<file path="config.mk">
export PLATFORM = sky130hd
export DESIGN_NAME = idu_ctrl_queue_flat
export DESIGN_NICKNAME = d
export VERILOG_FILES = /design/src/rtl/idu_ctrl_queue_if.sv /design/src/rtl/idu_ctrl_queue.sv /design/src/flat_wrapper.sv
export SDC_FILE = /design/constraint.sdc
export NUM_CORES = 1
export LEC_CHECK = 0
export BUFFER_PORTS_ARGS = -buffer_cell sky130_fd_sc_hd__buf_4
export CAP_MARGIN = 20
export CORE_UTILIZATION = 55
export CTS_BUF_LIST = sky130_fd_sc_hd__clkbuf_16
export DETAILED_ROUTE_END_ITERATION = 7
export PLACE_DENSITY = 0.8
export SLEW_MARGIN = 20
export SYNTH_ARGS = -nofsm -noshare
export SYNTH_HDL_FRONTEND = slang
export SYNTH_SLANG_ARGS = --single-unit
</file>
<file path="constraint.sdc">
create_clock -name clk -period 1.96 [get_ports clk]
set_input_delay 0.392 -clock clk [delete_from_list [all_inputs] [get_ports clk]]
set_output_delay 0.392 -clock clk [all_outputs]
set_load 0.1 [all_outputs]
</file>
<file path="src/rtl/idu_ctrl_queue_if.sv">
// Handshake bundle between IFU, the decode queue and EXU.
// Upstream side: in_valid/in_ready with in_inst/in_pc, plus the redirect flush.
// Downstream side: out_valid/out_ready with the decoded control bundle of the head entry.
// modport master: the decode queue's view (drives in_ready and all out_* signals).
// modport slave : the surrounding pipeline's view (drives instructions, flush, out_ready).
interface idu_ctrl_queue_if;
  logic        in_valid;
  logic        in_ready;
  logic [31:0] in_inst;
  logic [31:0] in_pc;
  logic        flush;
  logic        out_valid;
  logic        out_ready;
  logic [31:0] out_pc;
  logic [31:0] out_inst;
  logic [2:0]  out_extOP;
  logic        out_readMemEnable;
  logic        out_writeMemEnable;
  logic        out_rdEnable;
  logic [2:0]  out_memOP;
  logic [2:0]  out_branchOP;
  logic [3:0]  out_ALUCtrl;
  logic        out_ALUASel;
  logic [1:0]  out_ALUBSel;
  logic        out_mulEn;
  logic        out_csrEn;
  logic        out_sysTrap;
  logic        out_illegal;

  modport master (
    input  in_valid, in_inst, in_pc, flush, out_ready,
    output in_ready, out_valid, out_pc, out_inst, out_extOP,
           out_readMemEnable, out_writeMemEnable, out_rdEnable, out_memOP,
           out_branchOP, out_ALUCtrl, out_ALUASel, out_ALUBSel,
           out_mulEn, out_csrEn, out_sysTrap, out_illegal
  );

  modport slave (
    output in_valid, in_inst, in_pc, flush, out_ready,
    input  in_ready, out_valid, out_pc, out_inst, out_extOP,
           out_readMemEnable, out_writeMemEnable, out_rdEnable, out_memOP,
           out_branchOP, out_ALUCtrl, out_ALUASel, out_ALUBSel,
           out_mulEn, out_csrEn, out_sysTrap, out_illegal
  );
endinterface

</file>
<file path="src/rtl/idu_ctrl_queue.sv">
// RV32 instruction-decode control stage with a DEPTH-entry output FIFO.
// Each accepted instruction is decoded combinationally and the full control
// bundle is stored; the head entry drives the outputs (no in->out bypass).
// Ports:
//   clk   - rising-edge clock
//   rst_n - asynchronous active-low reset (clears pointers, count and storage)
//   bus   - idu_ctrl_queue_if.master: in_* handshake, flush, out_* bundle
module idu_ctrl_queue #(
  parameter int DEPTH      = 2,
  parameter bit ENABLE_M   = 1'b1,
  parameter bit ENABLE_CSR = 1'b1
) (
  input  logic              clk,
  input  logic              rst_n,
  idu_ctrl_queue_if.master  bus
);

  localparam int AW = $clog2(DEPTH);
  localparam int CW = $clog2(DEPTH + 1);
  localparam logic [CW-1:0] FULL = CW'(DEPTH);

  localparam logic [6:0] OPC_LUI    = 7'b0110111;
  localparam logic [6:0] OPC_AUIPC  = 7'b0010111;
  localparam logic [6:0] OPC_JAL    = 7'b1101111;
  localparam logic [6:0] OPC_JALR   = 7'b1100111;
  localparam logic [6:0] OPC_BRANCH = 7'b1100011;
  localparam logic [6:0] OPC_LOAD   = 7'b0000011;
  localparam logic [6:0] OPC_STORE  = 7'b0100011;
  localparam logic [6:0] OPC_OPIMM  = 7'b0010011;
  localparam logic [6:0] OPC_OP     = 7'b0110011;
  localparam logic [6:0] OPC_SYSTEM = 7'b1110011;

  typedef struct packed {
    logic [31:0] pc;
    logic [31:0] inst;
    logic [2:0]  ext_op;
    logic        rd_mem;
    logic        wr_mem;
    logic        rd_en;
    logic [2:0]  mem_op;
    logic [2:0]  branch_op;
    logic [3:0]  alu_ctrl;
    logic        alu_a_sel;
    logic [1:0]  alu_b_sel;
    logic        mul_en;
    logic        csr_en;
    logic        sys_trap;
    logic        illegal;
  } entry_t;

  // Full decode of one instruction word. The opcode match covers inst[1:0],
  // so compressed encodings fall into the unknown-opcode case.
  function automatic entry_t decode(input logic [31:0] inst, input logic [31:0] pc);
    entry_t     d;
    logic [6:0] opc;
    logic [6:0] f7;
    logic [2:0] f3;
    logic       bad;
    opc      = inst[6:0];
    f3       = inst[14:12];
    f7       = inst[31:25];
    d        = '0;
    d.pc     = pc;
    d.inst   = inst;
    d.mem_op = f3;
    bad      = 1'b0;
    case (opc)
      OPC_LUI: begin
        d.ext_op   = 3'b001;
        d.rd_en    = 1'b1;
        d.alu_ctrl = 4'b1011;
      end
      OPC_AUIPC: begin
        d.ext_op    = 3'b001;
        d.rd_en     = 1'b1;
        d.alu_a_sel = 1'b1;
        d.alu_b_sel = 2'b10;
      end
      OPC_JAL: begin
        d.ext_op    = 3'b100;
        d.rd_en     = 1'b1;
        d.branch_op = 3'b001;
        d.alu_a_sel = 1'b1;
        d.alu_b_sel = 2'b11;
      end
      OPC_JALR: begin
        d.rd_en     = 1'b1;
        d.branch_op = 3'b010;
        d.alu_a_sel = 1'b1;
        d.alu_b_sel = 2'b11;
      end
      OPC_BRANCH: begin
        d.ext_op    = 3'b011;
        d.branch_op = {1'b1, f3[2], f3[0]};
        d.alu_ctrl  = (f3[2] & f3[1]) ? 4'b1010 : 4'b0010;
        d.alu_b_sel = 2'b01;
        bad         = (f3 == 3'b010) || (f3 == 3'b011);
      end
      OPC_LOAD: begin
        d.rd_en  = 1'b1;
        d.rd_mem = 1'b1;
        bad      = (f3 == 3'b011) || (f3 == 3'b110) || (f3 == 3'b111);
      end
      OPC_STORE: begin
        d.ext_op = 3'b010;
        d.wr_mem = 1'b1;
        bad      = (f3 > 3'b010);
      end
      OPC_OPIMM: begin
        d.rd_en    = 1'b1;
        d.alu_ctrl = {(f3 == 3'b101) & f7[5], f3};
      end
      OPC_OP: begin
        d.rd_en     = 1'b1;
        d.alu_b_sel = 2'b01;
        if (ENABLE_M && f7 == 7'b0000001) begin
          d.mul_en   = 1'b1;
          d.alu_ctrl = 4'b0000;
        end else begin
          d.alu_ctrl = {f7[5], f3};
          if (f7 == 7'b0100000)
            bad = (f3 != 3'b000) && (f3 != 3'b101);
          else
            bad = (f7 != 7'b0000000);
        end
      end
      OPC_SYSTEM: begin
        if (ENABLE_CSR) begin
          d.rd_en    = 1'b1;
          d.csr_en   = (f3 != 3'b000);
          d.sys_trap = (f3 == 3'b000);
        end else begin
          bad = 1'b1;
        end
      end
      default: bad = 1'b1;
    endcase
    // Illegal entries still flow to EXU, but with every side effect suppressed.
    if (bad) begin
      d.rd_mem    = 1'b0;
      d.wr_mem    = 1'b0;
      d.rd_en     = 1'b0;
      d.mul_en    = 1'b0;
      d.csr_en    = 1'b0;
      d.sys_trap  = 1'b0;
      d.branch_op = 3'b000;
    end
    d.illegal = bad;
    return d;
  endfunction

  entry_t          mem [DEPTH];
  logic [AW-1:0]   wr_ptr;
  logic [AW-1:0]   rd_ptr;
  logic [CW-1:0]   count;
  entry_t          dec;
  entry_t          head;
  logic            ready;
  logic            valid;
  logic            push;
  logic            pop;

  always_comb begin
    dec = decode(bus.in_inst, bus.in_pc);
  end

  assign ready = (count < FULL);
  assign valid = (count != '0);
  assign push  = bus.in_valid & ready & ~bus.flush;
  assign pop   = valid & bus.out_ready & ~bus.flush;
  assign head  = mem[rd_ptr];

  always_ff @(posedge clk or negedge rst_n) begin
    if (!rst_n) begin
      wr_ptr <= '0;
      rd_ptr <= '0;
      count  <= '0;
      for (int i = 0; i < DEPTH; i++) mem[i] <= '0;
    end else if (bus.flush) begin
      // Storage is left stale; only the bookkeeping is cleared.
      wr_ptr <= '0;
      rd_ptr <= '0;
      count  <= '0;
    end else begin
      if (push) begin
        mem[wr_ptr] <= dec;
        wr_ptr      <= wr_ptr + 1'b1;
      end
      if (pop) rd_ptr <= rd_ptr + 1'b1;
      case ({push, pop})
        2'b10:   count <= count + 1'b1;
        2'b01:   count <= count - 1'b1;
        default: count <= count;
      endcase
    end
  end

  assign bus.in_ready           = ready;
  assign bus.out_valid          = valid;
  assign bus.out_pc             = head.pc;
  assign bus.out_inst           = head.inst;
  assign bus.out_extOP          = head.ext_op;
  assign bus.out_readMemEnable  = head.rd_mem;
  assign bus.out_writeMemEnable = head.wr_mem;
  assign bus.out_rdEnable       = head.rd_en;
  assign bus.out_memOP          = head.mem_op;
  assign bus.out_branchOP       = head.branch_op;
  assign bus.out_ALUCtrl        = head.alu_ctrl;
  assign bus.out_ALUASel        = head.alu_a_sel;
  assign bus.out_ALUBSel        = head.alu_b_sel;
  assign bus.out_mulEn          = head.mul_en;
  assign bus.out_csrEn          = head.csr_en;
  assign bus.out_sysTrap        = head.sys_trap;
  assign bus.out_illegal        = head.illegal;

endmodule
</file>
<file path="src/flat_wrapper.sv">
// flat-port wrapper written by rule: the top's interface ports become plain ports
module idu_ctrl_queue_flat 
#(
  parameter int DEPTH      = 2,
  parameter bit ENABLE_M   = 1'b1,
  parameter bit ENABLE_CSR = 1'b1
)
  (clk, rst_n, bus_in_valid, bus_in_inst, bus_in_pc, bus_flush, bus_out_ready, bus_in_ready, bus_out_valid, bus_out_pc, bus_out_inst, bus_out_extOP, bus_out_readMemEnable, bus_out_writeMemEnable, bus_out_rdEnable, bus_out_memOP, bus_out_branchOP, bus_out_ALUCtrl, bus_out_ALUASel, bus_out_ALUBSel, bus_out_mulEn, bus_out_csrEn, bus_out_sysTrap, bus_out_illegal);
  idu_ctrl_queue_if bus_i ();
  input  logic clk;
  input  logic rst_n;
  input wire logic [$bits(bus_i.in_valid)-1:0] bus_in_valid;
  input wire logic [$bits(bus_i.in_inst)-1:0] bus_in_inst;
  input wire logic [$bits(bus_i.in_pc)-1:0] bus_in_pc;
  input wire logic [$bits(bus_i.flush)-1:0] bus_flush;
  input wire logic [$bits(bus_i.out_ready)-1:0] bus_out_ready;
  output wire logic [$bits(bus_i.in_ready)-1:0] bus_in_ready;
  output wire logic [$bits(bus_i.out_valid)-1:0] bus_out_valid;
  output wire logic [$bits(bus_i.out_pc)-1:0] bus_out_pc;
  output wire logic [$bits(bus_i.out_inst)-1:0] bus_out_inst;
  output wire logic [$bits(bus_i.out_extOP)-1:0] bus_out_extOP;
  output wire logic [$bits(bus_i.out_readMemEnable)-1:0] bus_out_readMemEnable;
  output wire logic [$bits(bus_i.out_writeMemEnable)-1:0] bus_out_writeMemEnable;
  output wire logic [$bits(bus_i.out_rdEnable)-1:0] bus_out_rdEnable;
  output wire logic [$bits(bus_i.out_memOP)-1:0] bus_out_memOP;
  output wire logic [$bits(bus_i.out_branchOP)-1:0] bus_out_branchOP;
  output wire logic [$bits(bus_i.out_ALUCtrl)-1:0] bus_out_ALUCtrl;
  output wire logic [$bits(bus_i.out_ALUASel)-1:0] bus_out_ALUASel;
  output wire logic [$bits(bus_i.out_ALUBSel)-1:0] bus_out_ALUBSel;
  output wire logic [$bits(bus_i.out_mulEn)-1:0] bus_out_mulEn;
  output wire logic [$bits(bus_i.out_csrEn)-1:0] bus_out_csrEn;
  output wire logic [$bits(bus_i.out_sysTrap)-1:0] bus_out_sysTrap;
  output wire logic [$bits(bus_i.out_illegal)-1:0] bus_out_illegal;
  assign bus_i.in_valid = bus_in_valid;
  assign bus_i.in_inst = bus_in_inst;
  assign bus_i.in_pc = bus_in_pc;
  assign bus_i.flush = bus_flush;
  assign bus_i.out_ready = bus_out_ready;
  assign bus_in_ready = bus_i.in_ready;
  assign bus_out_valid = bus_i.out_valid;
  assign bus_out_pc = bus_i.out_pc;
  assign bus_out_inst = bus_i.out_inst;
  assign bus_out_extOP = bus_i.out_extOP;
  assign bus_out_readMemEnable = bus_i.out_readMemEnable;
  assign bus_out_writeMemEnable = bus_i.out_writeMemEnable;
  assign bus_out_rdEnable = bus_i.out_rdEnable;
  assign bus_out_memOP = bus_i.out_memOP;
  assign bus_out_branchOP = bus_i.out_branchOP;
  assign bus_out_ALUCtrl = bus_i.out_ALUCtrl;
  assign bus_out_ALUASel = bus_i.out_ALUASel;
  assign bus_out_ALUBSel = bus_i.out_ALUBSel;
  assign bus_out_mulEn = bus_i.out_mulEn;
  assign bus_out_csrEn = bus_i.out_csrEn;
  assign bus_out_sysTrap = bus_i.out_sysTrap;
  assign bus_out_illegal = bus_i.out_illegal;
  idu_ctrl_queue #(.DEPTH(DEPTH), .ENABLE_M(ENABLE_M), .ENABLE_CSR(ENABLE_CSR)) u_core (.clk(clk), .rst_n(rst_n), .bus(bus_i));
endmodule
</file>
==> results.md, run 1 <==
* Area of the multi-input gates at 3370 µm²
* Async set-reset flop share out of synthesis at 100%
* Diode count at 0
* Post-synth EDFFs at 0
* Hold path start: bus_in_inst[18]
* Switch Pwr at 5.57 mW
* Synth Warn # at 0
* Worst-Skew Late Latency at 0.43 ns
* Measured slew at the worst slew-check pin at 0.607 ns
* HP Class: in2reg
* DPL Wire Length at 12,400 µm
* Total clock sinks at 172
* DIE AREA at 15,000 µm²
* Top FF cell, synth: dfrtp_1
* Post-layout minimum cycle time at 2.17 ns
* Initial Util at 56.9%
* CTS buffer count at 17
* Syn nets at 932
* Core box area at 14,000 µm²
* Register area at 4310 µm²
* Num ports at 158
* Unrepaired setup endpoints after global routing: true
* First-pass GRT wire length at 31,400 µm
* Synthesized area per cell at 9.26 µm²
* Internal power at 7.74 mW
* Total power at 13.3 mW
* Comb pwr share at 40.9%
* Area growth syn-to-layout at 32.2%
* Sequential area share after synthesis at 53.9%
* Max_slew headroom at 59.2%
* Post-Syn Area at 7990 µm²
* R2R setup slack at 0.24 ns
* Failing checks: setup timing
* Die W at 123 µm
* Antenna Nets Post-Route at 0
* Hold Vio Cnt, Final at 0
* Leakage power at 5.36 nW
* CTS clk-pin slew, worst paths at 0.06 ns
* WL/cell at 16.6 µm
* CP Class: reg2out
* Setup-failing EPs final at 87
* Fraction of layout cells with a size suffix above 1 at 30.8%
* All-Layer GR Usage at 27.5%
* Worst vdd ir at 1010 µV
* Power Density at 1260 nW/µm²
* CTS H-Tree Depth at 4
* Clock Tree Buf Depth at 2
* Clock network power share at 24.2%
* Cells on worst reg2reg path at 4
* Detailed-route DRC error count at 0
* Cell Rows at 43
* CTS root buffer: clkbuf_16
* Share of power burned in registers at 34.9%
* Vias per cell at 5.41
* Yosys reg bits at 172
* Critical Path RT at 1.57 ns
* Sw Share at 41.8%
* Crit end category: primary output
* Crit path launch type: flip-flop
* Nets at 1,085
* Hold endpoint: u_core.mem[41]
* Die Y at 123 µm
* Worst setup margin at -0.207 ns
* Finished Core Util at 75.2%
* Drt first pass iters at 5
* Pin count of the biggest net entering global routing at 54
* Initial antenna violation count at 0
* Vias in the first global route at 6,328
* Post-Synthesis Cells at 863
* Fill count at 980
* Arrival time worst endpoint at 1.77 ns
* Capture point of the worst reg-to-reg path: u_core.mem[21]
* Max Freq at 461 MHz
* Reg2reg start: u_core.count[1]
* Max capacitance violation total at 0
* DR iter-0 viols at 519
* Status: finished with violations
* Cell count of the worst hold path at 3
* Synth cell types at 51
* Final GP Congestion at 0.808
* Global route overflow at 0
* CTS tree: done
* Routed WL at 20,000 µm
* Via count at 6,543
* Period utilisation layout at 111%
* Crit-path max FO at 13
* Setup Skew at 0.00708 ns
* IO Port Bufs at 157
* Hold_ws at 0.155 ns
* Fin. max-slew vios at 0
==> power by group through the flow <==
| stage | Sequential (mW) | Clock (mW) | Combinational [mW] |
|---|---|---|---|
| global placement | 4.64 | 0 | 4.84 |
| finish | 4.64 | 3.23 | 5.44 |
| detailed placement | 4.67 | 0 | 4.89 |
| CTS | 4.62 | 3.25 | 5.21 |
| global route | 4.73 | 3.42 | 5.72 |
| floorplan | 4.56 | 0 | 4.07 |
==> placed cells by master (no fill, tap or decap), types with 3 or more instances in the layout <==
master        n
clkinv_2      7
nand2_1     423
nor2b_1       5
o31ai_1       3
o21a_1        3
a31oi_1       4
dfrtp_1     171
nand3_1       4
nand2b_1      4
nor2_1        8
o21ai_0      36
clkinvlp_4    3
a21oi_1       7
buf_8        18
mux2_4        3
buf_12       19
a22o_1        4
buf_4        85
buf_6        66
clkbuf_16    19
inv_1         5
nor3_1        4
mux2_2       81
xor2_1        3
==> layer usage <==
metal	share of wire [%]	global-route usage (%)	routed length (µm)
met2	48	43.8	9690
met5	0	0	0
met4	1.5	9.53	301
met3	5.8	6.74	1170
met1	44	36.7	8880
==> how the worst max path moves through the flow <==
stage,from,endpoint,depth (start not counted)
2_1_floorplan,u_core.rd_ptr,bus_out_memOP[0],3
6_report,u_core.rd_ptr,bus_out_memOP[2],4
4_1_cts,u_core.rd_ptr,bus_out_memOP[2],3
3_3_place_gp,bus_in_inst[26],u_core.mem[90],6
5_1_grt,u_core.rd_ptr,bus_out_memOP[2],4
3_5_place_dp,bus_in_inst[4],u_core.mem[10],5
==> Yosys cell counts, types with 2 or more instances <==
cell	instances	area share, %
buf_2	29	1.8
inv_1	3	0.14
o31ai_1	3	0.28
and2_1	2	0.16
nor2_1	8	0.38
nor3b_1	2	0.19
o21ai_0	36	2.3
nand2_1	423	20
nand4_1	2	0.16
o21a_1	3	0.28
or3_1	3	0.23
nand2b_1	4	0.31
dfrtp_1	172	54
nand3_1	4	0.25
buf_6	9	1.3
a21oi_1	7	0.44
a31oi_1	4	0.31
mux2_2	84	12
buf_4	4	0.38
a22o_1	4	0.44
and3b_1	2	0.22
nor2b_1	5	0.39
nand4b_1	2	0.22
or4_1	2	0.19
nor3_1	5	0.31
clkbuf_1	9	0.42
xor2_1	3	0.33
buf_1	6	0.28
==> per-stage QoR <==
stage | std cells | TNS, ns | instance area [µm²] | setup slack (ns)
after floorplan | 863 | -0.304 | 7990 | -0.101
after global placement | 1167 | 0 | 9380 | 0.228
after detailed placement | 1167 | 0 | 9380 | 0.161
after CTS | 1202 | -12.94 | 10300 | -0.196
after global routing | 1209 | -15.76 | 10600 | -0.241
final | 1209 | -13.26 | 10600 | -0.207
==> cell families after synthesis <==
group                     count (synthesis)  synth area share [%]
AOI/OAI and AO/OA                        67                  5.14
xor gates and xnor gates                  3                 0.329
buffers and inverters                    60                  4.31
DFF                                     172                  53.9
muxes                                    84                  11.8
and+or+nand+nor                         477                  24.5
==> state kept, by name, summed over array words and instances, names as in the netlist <==
name / count
u_core.rd_ptr: 1
u_core.mem: 168
u_core.wr_ptr: 1
u_core.count: 2
==> layout make-up <==
cell class,count,area share (%)
inverter,3,0.107
clock buffer,17,4.03
multi-input combinational,631,31.9
clock inverter,15,1.27
timing repair buffer,191,19.8
sequential,172,40.8
tap,180,2.13
==> critical path, stage by stage (launching register included) <==
cell,delay [ns]
dfrtp_4,0.54
buf_12,0.15
buf_12,0.14
mux2_2,0.31
buf_6,0.19
==> what timing repair did <==
item,4_1_cts,5_1_grt
pin swaps,0,0
gates cloned,1,4
endpoints found under the setup margin,87,87
buffers inserted,1,4
endpoints found under the hold margin,48,0
gates resized for setup,83,44
hold buffers,1,0
No activity file was read; power rests on OpenSTA's default activity.
==> run 2: changes to the inputs <==
--- a/config.mk
+++ b/config.mk
@@ -15,3 +15,4 @@
 export SYNTH_ARGS = -nofsm -noshare
 export SYNTH_HDL_FRONTEND = slang
 export SYNTH_SLANG_ARGS = --single-unit
+export TNS_END_PERCENT = 5
==> results.md, run 2 (synthesis gave the netlist of run 1 again) <==
* Total clock sinks at 172 (unchanged)
* Initial antenna violation count at 0 (unchanged)
* Power Density at 1260 nW/µm² (-0.20%)
* Global route overflow at 0 (unchanged)
* Max Freq at 460 MHz (-0.24%)
* Crit-path max FO at 13 (unchanged)
* Switch Pwr at 5.53 mW (-0.67%)
* Total power at 13.2 mW (-0.50%)
* Setup Skew at 0.00720 ns (+0.000119 ns)
* Top reg by flops: u_core.mem
* CTS buffer count at 17 (unchanged)
* DR iter-0 viols at 497 (-4.2%)
* Area growth syn-to-layout at 31.9%
* Max capacitance violation total at 0 (unchanged)
* Leakage power at 5.34 nW (-0.30%)
* Cell Rows at 43 (unchanged)
* Drt first pass iters at 7 (+2)
* CP Class: reg2out
* Final GP Congestion at 0.808 (unchanged)
* Die Y at 123 µm (unchanged)
* Critical Path RT at 1.57 ns (about the same)
* WL/cell at 16.5 µm (-0.71%)
* Via count at 6,507 (-0.55%)
* Diode count at 0 (unchanged)
* Pre-CTS WS at 0.161 ns (unchanged)
* Detailed-route DRC error count at 0 (unchanged)
* Setup-failing EPs final at 87 (unchanged)
* CTS root buffer: clkbuf_16
* Measured slew at the worst slew-check pin at 0.605 ns (-0.00182 ns)
* Initial Util at 56.9% (unchanged)
* Worst setup margin at -0.212 ns (-0.00527 ns)
* Share of power burned in registers at 35.0% (about the same)
* Pin count of the biggest net entering global routing at 54 (unchanged)
* Sw Share at 41.8% (-0.074 points)
* Max_slew headroom at 59.3% (+0.12 points)
* Hold Vio Cnt, Final at 0 (unchanged)
* Nets at 1,083 (-0.18%)
* Crit path launch type: flip-flop
* Post-layout minimum cycle time at 2.17 ns (+0.00527 ns)
* Die W at 123 µm (unchanged)
* CTS H-Tree Depth at 4 (unchanged)
* Worst vdd ir at 1030 µV (+1.6%)
* Internal power at 7.71 mW (-0.37%)
* Failing checks: setup timing
* Largest regs: u_core.mem x168, u_core.count x2
* IO Port Bufs at 157 (unchanged)
* CTS tree: done
* Routed WL at 19,900 µm (-0.87%)
* DPL Wire Length at 12,400 µm (unchanged)
* Core box area at 14,000 µm² (unchanged)
* Comb pwr share at 40.8% (about the same)
* Status: finished with violations
* Vias per cell at 5.39 (-0.39%)
* Fin. max-slew vios at 0 (unchanged)
* First-pass GRT wire length at 31,400 µm (about the same)
* Worst-Skew Late Latency at 0.43 ns (about the same)
* Num ports at 158 (unchanged)
* Commonest non-fill, non-tap cell in the layout: nand2_1
* Vias in the first global route at 6,316 (-0.19%)
* HP Class: in2reg
* Hold_ws at 0.156 ns (+0.000796 ns)
* Arrival time worst endpoint at 1.78 ns (about the same)
* CTS clk-pin slew, worst paths at 0.06 ns (about the same)
* Clock network power share at 24.2% (about the same)
* Crit end category: primary output
* Max reg flops at 168 (unchanged)
* Commonest cells after routing, fill and taps aside: nand2_1 (423), dfrtp_1 (171), buf_4 (84), mux2_2 (80), buf_6 (68)
* Clock Tree Buf Depth at 2 (unchanged)
* Period utilisation layout at 111% (+0.27 points)
* Antenna Nets Post-Route at 0 (unchanged)
* Fraction of layout cells with a size suffix above 1 at 30.7% (-0.13 points)
* All-Layer GR Usage at 27.5% (unchanged)
* Unrepaired setup endpoints after global routing: true
* DIE AREA at 15,000 µm² (unchanged)
## run 2: timing repair
item / CTS / global route
hold buffers: 1 / 0
setup buffers: 1 / 3
hold endpoints to repair: 48 / 0
gates cloned: 1 / 3
gates resized for setup: 83 / 41
setup endpoints to repair: 87 / 87
## run 2: per-layer routing
layer / vias to the layer above / global-route usage, % / wire [µm]
li1: 3098 / - / -
met1: 3183 / 36.8 / 8760
met2: 203 / 43.8 / 9690
met3: 23 / 6.55 / 1110
met4: 0 / 9.38 / 307
met5: - / 0 / 0
## run 2: through the flow
stage | instances | utilization (%) | setup TNS [ns] | instance area (µm²)
after global routing | 1207 | 75.0 | -16.04 | 10500
after global placement | 1167 | 66.8 | 0 | 9380
final | 1207 | 75.0 | -13.70 | 10500
after detailed placement | 1167 | 66.8 | 0 | 9380
after CTS | 1202 | 73.4 | -12.94 | 10300
after floorplan | 863 | - | -0.304 | 7990
## run 2: cell type report
class                           instances  area [µm²]
Clock buffer                           17         425
Clock inverter                         15         134
Fill cell                             985        3510
Inverter                                3        11.3
Multi-Input combinational cell        631        3370
Sequential cell                       172        4310
Tap cell                              180         225
Timing Repair Buffer                  189        2060
## run 2: power by group through the flow
stage               logic [mW]  registers [mW]  clock network (mW)
floorplan                 4.07            4.56                   0
global placement          4.84            4.64                   0
detailed placement        4.89            4.67                   0
CTS                       5.21            4.62                3.25
global route              5.68            4.72                3.42
finish                    5.40            4.64                3.20
## run 2: path summary, 6_finish.rpt
kind | from | end | slack [ns] | cells after the start
worst max register to register | u_core.count[1] | u_core.mem[21] | 0.23 | 4
min in group asynchronous | rst_n | u_core.mem[63] | 0.48 | 2
worst min-delay path | bus_in_inst[18] | u_core.mem[41] | 0.16 | 3
max in group asynchronous | rst_n | u_core.mem[149] | 0.78 | 3
worst min register to register | u_core.mem[111] | u_core.mem[111] | 0.47 | 2
worst max-delay path | u_core.rd_ptr | bus_out_inst[13] | -0.21 | 4
## run 2: critical path, cell delays in order, from the launching register on
cell	delay (ns)
dfrtp_4	0.54
buf_12	0.15
buf_12	0.14
mux2_2	0.31
buf_6	0.20
